$ cat config.mk
export PLATFORM = sky130hd
export DESIGN_NAME = uart_apb_sequencer
export DESIGN_NICKNAME = d
export VERILOG_FILES = /design/src/rtl/uart_apb_sequencer.sv
export SDC_FILE = /design/constraint.sdc
export NUM_CORES = 1
export LEC_CHECK = 0
export CORE_ASPECT_RATIO = 2
export CORE_MARGIN = 2
export CORE_UTILIZATION = 44
export DETAILED_ROUTE_END_ITERATION = 8
export MAX_ROUTING_LAYER = met4
export PLACE_DENSITY_LB_ADDON = 0.25
export SLEW_MARGIN = 20
export SYNTH_ARGS = -nofsm -noshare
export SYNTH_HDL_FRONTEND = slang
export SYNTH_SLANG_ARGS = --single-unit
$ cat constraint.sdc
create_clock -name PCLK -period 6.28 [get_ports PCLK]
set_input_delay 1.57 -clock PCLK [delete_from_list [all_inputs] [get_ports PCLK]]
set_output_delay 1.57 -clock PCLK [all_outputs]
set_load 0.03 [all_outputs]
$ cat src/rtl/uart_apb_sequencer.sv
// uart_apb_sequencer: APB3 slave front-end that turns each APB transfer into
// exactly one UART core command strobe, waits for the core (or a timeout)
// and completes the APB access with captured read data and error status.
module uart_apb_sequencer #(
    parameter int ADDR_WIDTH      = 32,
    parameter int DATA_WIDTH      = 32,
    parameter int CORE_ADDR_WIDTH = 2,
    parameter int TIMEOUT_CYCLES  = 65535
) (
    input  logic                       PCLK,
    input  logic                       PRESET,
    input  logic                       PSEL,
    input  logic                       PENABLE,
    input  logic                       PWRITE,
    input  logic [ADDR_WIDTH-1:0]      PADDR,
    input  logic [DATA_WIDTH-1:0]      PWDATA,
    output logic [DATA_WIDTH-1:0]      PRDATA,
    output logic                       PREADY,
    output logic                       PSLVERR,
    output logic [DATA_WIDTH-1:0]      write_data_in,
    output logic [CORE_ADDR_WIDTH-1:0] config_address,
    output logic                       config_write_detect,
    output logic                       config_read_detect,
    output logic                       TX_detect,
    output logic                       RX_detect,
    input  logic [DATA_WIDTH-1:0]      core_read_data,
    input  logic                       core_ready,
    input  logic                       core_error,
    output logic                       busy
);

    typedef enum logic [1:0] {
        ST_IDLE  = 2'd0,
        ST_ISSUE = 2'd1,
        ST_WAIT  = 2'd2,
        ST_DONE  = 2'd3
    } state_e;

    // One-hot command encoding; bit order matches the strobe outputs.
    localparam logic [3:0] CMD_NONE   = 4'b0000;
    localparam logic [3:0] CMD_CFG_WR = 4'b0001;
    localparam logic [3:0] CMD_CFG_RD = 4'b0010;
    localparam logic [3:0] CMD_TX     = 4'b0100;
    localparam logic [3:0] CMD_RX     = 4'b1000;

    // Last counter value of the WAIT window before the access is aborted.
    localparam logic [15:0] TIMEOUT_LAST = 16'(TIMEOUT_CYCLES - 1);

    // Map the low address bits and direction onto a command; CMD_NONE means
    // the access is illegal (unmapped, misaligned or wrong direction).
    function automatic logic [3:0] decode_cmd(input logic [4:0] addr, input logic wr);
        logic [3:0] cmd;
        cmd = CMD_NONE;
        case (addr)
            5'h00, 5'h04, 5'h08, 5'h0C: cmd = wr ? CMD_CFG_WR : CMD_CFG_RD;
            5'h10:                      cmd = wr ? CMD_TX : CMD_NONE;
            5'h14:                      cmd = wr ? CMD_NONE : CMD_RX;
            default:                    cmd = CMD_NONE;
        endcase
        return cmd;
    endfunction

    state_e                     state_q, state_d;
    logic [3:0]                 strobe_q, strobe_d;
    logic [CORE_ADDR_WIDTH-1:0] cfg_addr_q, cfg_addr_d;
    logic [DATA_WIDTH-1:0]      wdata_q, wdata_d;
    logic [DATA_WIDTH-1:0]      prdata_q, prdata_d;
    logic                       pready_q, pready_d;
    logic                       pslverr_q, pslverr_d;
    logic                       busy_q, busy_d;
    logic                       pwrite_q, pwrite_d;
    logic [15:0]                count_q, count_d;
    logic [3:0]                 cmd_s;

    // Only PADDR[4:0] selects a register; the upper bits are ignored.
    logic unused_paddr_s;
    assign unused_paddr_s = ^PADDR;

    // Decode of the current setup phase, consumed only in IDLE.
    assign cmd_s = decode_cmd(PADDR[4:0], PWRITE);

    // Next-state and next-output logic for the sequencing FSM.
    always_comb begin
        state_d    = state_q;
        strobe_d   = strobe_q;
        cfg_addr_d = cfg_addr_q;
        wdata_d    = wdata_q;
        pwrite_d   = pwrite_q;
        count_d    = count_q;
        prdata_d   = {DATA_WIDTH{1'b0}};
        pready_d   = 1'b0;
        pslverr_d  = 1'b0;
        case (state_q)
            ST_IDLE: begin
                if (PSEL && !PENABLE) begin
                    pwrite_d = PWRITE;
                    if (cmd_s != CMD_NONE) begin
                        state_d  = ST_ISSUE;
                        strobe_d = cmd_s;
                        if ((cmd_s == CMD_CFG_WR) || (cmd_s == CMD_CFG_RD)) begin
                            cfg_addr_d = CORE_ADDR_WIDTH'(PADDR[3:2]);
                        end else begin
                            cfg_addr_d = cfg_addr_q;
                        end
                        if (PWRITE) begin
                            wdata_d = PWDATA;
                        end else begin
                            wdata_d = wdata_q;
                        end
                    end else begin
                        // Illegal access completes at once with an error.
                        state_d   = ST_DONE;
                        pready_d  = 1'b1;
                        pslverr_d = 1'b1;
                    end
                end else begin
                    state_d = ST_IDLE;
                end
            end
            ST_ISSUE: begin
                if (!PSEL) begin
                    state_d  = ST_IDLE;
                    strobe_d = CMD_NONE;
                end else begin
                    state_d = ST_WAIT;
                    count_d = 16'd0;
                end
            end
            ST_WAIT: begin
                count_d = count_q + 16'd1;
                if (!PSEL) begin
                    // Master abandoned the transfer: no completion pulse.
                    state_d  = ST_IDLE;
                    strobe_d = CMD_NONE;
                end else if (core_ready) begin
                    state_d   = ST_DONE;
                    strobe_d  = CMD_NONE;
                    pready_d  = 1'b1;
                    pslverr_d = core_error;
                    if (pwrite_q) begin
                        prdata_d = {DATA_WIDTH{1'b0}};
                    end else begin
                        prdata_d = core_read_data;
                    end
                end else if (count_q == TIMEOUT_LAST) begin
                    state_d   = ST_DONE;
                    strobe_d  = CMD_NONE;
                    pready_d  = 1'b1;
                    pslverr_d = 1'b1;
                end else begin
                    state_d = ST_WAIT;
                end
            end
            ST_DONE: begin
                state_d = ST_IDLE;
            end
            default: begin
                state_d  = ST_IDLE;
                strobe_d = CMD_NONE;
            end
        endcase
        busy_d = (state_d != ST_IDLE);
    end

    // State and registered outputs, cleared immediately by PRESET.
    always_ff @(posedge PCLK or posedge PRESET) begin
        if (PRESET) begin
            state_q    <= ST_IDLE;
            strobe_q   <= CMD_NONE;
            cfg_addr_q <= {CORE_ADDR_WIDTH{1'b0}};
            wdata_q    <= {DATA_WIDTH{1'b0}};
            prdata_q   <= {DATA_WIDTH{1'b0}};
            pready_q   <= 1'b0;
            pslverr_q  <= 1'b0;
            busy_q     <= 1'b0;
            pwrite_q   <= 1'b0;
            count_q    <= 16'd0;
        end else begin
            state_q    <= state_d;
            strobe_q   <= strobe_d;
            cfg_addr_q <= cfg_addr_d;
            wdata_q    <= wdata_d;
            prdata_q   <= prdata_d;
            pready_q   <= pready_d;
            pslverr_q  <= pslverr_d;
            busy_q     <= busy_d;
            pwrite_q   <= pwrite_d;
            count_q    <= count_d;
        end
    end

    assign config_write_detect = strobe_q[0];
    assign config_read_detect  = strobe_q[1];
    assign TX_detect           = strobe_q[2];
    assign RX_detect           = strobe_q[3];
    assign config_address      = cfg_addr_q;
    assign write_data_in       = wdata_q;
    assign PRDATA              = prdata_q;
    assign PREADY              = pready_q;
    assign PSLVERR             = pslverr_q;
    assign busy                = busy_q;

endmodule

==> reports/qor.csv <==
metric;value;unit
p_per_area;288;mW/mm^2
core;0.00823;mm^2
synth-seq-cells;92;
crit_type;in2reg;
hold_viol_final;0;
multi_input_area;0.00132;mm^2
wl_met2;4.61;mm
cap_violations;0;
cts_setup_buffers;0;
cp-start-kind;input port;
synth_top_area_share;62.4;%
critPathCaptureType;flop;
drive_above_1_share;5.87;%
grt_usage;20.7;%
p_sw;458;uW
routed_via_density;4.99;
synth.distinct_cells;42;
min_period;3.61;ns
syn_avg_cell_area;12.9;um^2
initial_utilization;44.8;%
overflow;0;
hpwl;6.25;mm
swShare;28.6;%
grt_pass1_wl;13.6;mm
internal_power;1.15;mW
area_growth;51.0;%
fin_skew;0.00701;ns
routed.top_layer;met4;
hold_end;write_data_in[23];
min_from;write_data_in[23];
cts_sinks;92;
hold_depth;1;
drt_iter0_markers;139;
finalSetupTns;0;ns
yosysWarnings;0;
wl_per_cell;15.4;um
cts_buffer_depth;2;
final_nets;546;
worst_hold_slack;0.484;ns
clock_latency;0.34;ns
layout_commonest_cell;clkdlybuf4s50_1;
max_slew_margin;37.1;%
slowest_stage;nor2_4;
ff2ff_path_depth;6;
synth_nets;395;
place_ws;2.28;ns
timing.final.crit_share;57.4;%
seq_power_share;43.6;%
firstDrtPassIters;4;
post-route-util;67.6;%
path_buf_inv;1;
yosysTopAreaCell;dfrtp_1;
grt_pass1_vias;2884;
dieArea;0.00918;mm^2
cts-root-buf;clkbuf_16;
regToRegEndpoint;write_data_in[22];
finalWorstSetupSlack;2.67;ns
cts_resized;0;
finalWirelength;8.31;mm
p_leak;2.49;nW
route.met3.wl;546;um
synth_area_leaders;dfrtp_1, mux2_1, and2_1;
drv_slew;0;
run_status;finished, final reports clean;
row_count;47;
cp_cell_sequence;clkdlybuf4s50_1, a211oi_1, o21ai_1, nor2_4, mux2_1;
clockPowerShare;32.2;%
finalPower;1.61;mW
reg2reg_slack;3.84;ns
tritoncts;done;
pwr-share-comb;24.2;%
rr_startpoint;state_q[1];
startpoint;PADDR[4];
clkTransAtPathRegs;0.06;ns
netlist_instances;287;
routed-via-count;2700;
drc;0;
vdd_ir_drop_max;0.000216;V
antenna_found_initial;0;
critPathTopFamily;simple AND/OR/NAND/NOR gates;
layout_common_cells;clkdlybuf4s50_1, dfrtp_1, mux2_1, and2_1, nand2_1;
ioPinCount;176;
cts_buffers;9;
antenna_cells;0;
cp.arrival;3.82;ns
final-setup-viol-count;0;
worstPathRequired;6.50;ns
numPortBuffers;148;
hold_path_class;reg2reg;
n_fill_cell;638;
die_w;68.7;um
synth_area;0.00369;mm^2
path_max_fanout;32;
wl_met1;2.93;mm
register_area;0.00230;mm^2
gp_congestion;0.846;
ant_nets;0;
ctsHoldBuffers;0;
die_h;133;um
grt_max_degree;54;
ys_seq_area_share;62.4;%
rsz0062_at_grt;no;
ctsHtreeMaxLevel;3;
critPathMaxStageDelay;0.77;ns
worst_slew_pin_slew;0.942;ns
fmax;277;MHz
## flip-flops by register name, indices dropped and copies added, names as in the netlist
name and count:
pwrite_q 1, PRDATA 32, strobe_q 4, state_q 2, write_data_in 32, config_address 2
PSLVERR 1, PREADY 1, busy 1, count_q 16
## per-stage QoR
step | instance area (um^2) | cells
3_5_place_dp | 5280 | 525
6_report | 5570 | 541
3_3_place_gp | 5280 | 525
5_1_grt | 5570 | 541
4_1_cts | 5570 | 541
2_1_floorplan | 3690 | 287
## power groups by stage
stage          clock network [mW]  registers, mW  logic, mW
6_report                    0.517          0.700      0.388
4_1_cts                     0.528          0.701      0.394
3_3_place_gp                    0          0.708      0.388
3_5_place_dp                    0          0.712      0.392
5_1_grt                     0.552          0.709      0.417
2_1_floorplan                   0          0.820     0.0886
## layout make-up
class	count	share of cell area [%]
clock buffer	14	4.92
clock inverter	2	0.292
inverter	10	0.696
multi-input combinational	175	23.7
sequential	92	41.3
tap	98	2.20
timing repair buffer	150	26.9
## logic make-up after synthesis
family	after synthesis	share of synthesized area, %
AOI/OAI and AO/OA	30	5.16
xor gates and xnor gates	6	1.42
adders and majority gates	5	1.70
buffers and inverters	20	2.17
DFF	92	62.4
muxes	42	12.7
and+or+nand+nor	92	14.4
## cells in the mapped netlist (all sizes together)
cell type,number
nor4,4
nor3,1
o221a,1
nor4b,1
buf,3
xnor2,3
and3b,1
nand4,4
nor3b,3
a21boi,1
nand3b,1
o21ai,10
nand2,14
nor2b,1
xor2,3
a22o,1
inv,10
dfrtp,92
and2,32
o31ai,3
or2,4
ha,5
nand2b,2
clkbuf,7
a211oi,1
o211a,1
and3,1
or4,5
mux2,39
o311a,1
mux2i,3
nor2,8
a21oi,8
nand3,6
o21bai,3
or3,4
## layer usage
| metal | track usage (%) | up-vias |
|---|---|---|
| li1 | - | 1281 |
| met1 | 22.5 | 1314 |
| met2 | 33.9 | 94 |
| met3 | 5.49 | 11 |
| met4 | 10.0 | 0 |
| met5 | - | - |
## worst max-delay path by stage
stage	to	slack [ns]	depth (start not counted)
after global placement	write_data_in[1]	2.29	5
final	write_data_in[22]	2.67	5
after global routing	write_data_in[10]	2.56	5
after CTS	write_data_in[22]	2.64	5
after detailed placement	write_data_in[22]	2.28	5
after floorplan	PRDATA[0]	2.32	1
## worst reg2reg max path, stage by stage (launching register included)
cell     delay [ns]
dfrtp_1        0.38
inv_1          0.09
ha_1           0.27
and3b_1        0.30
nand2_1        0.13
nor2_4         0.72
mux2_1         0.42
(Power assumes the default switching activity.)
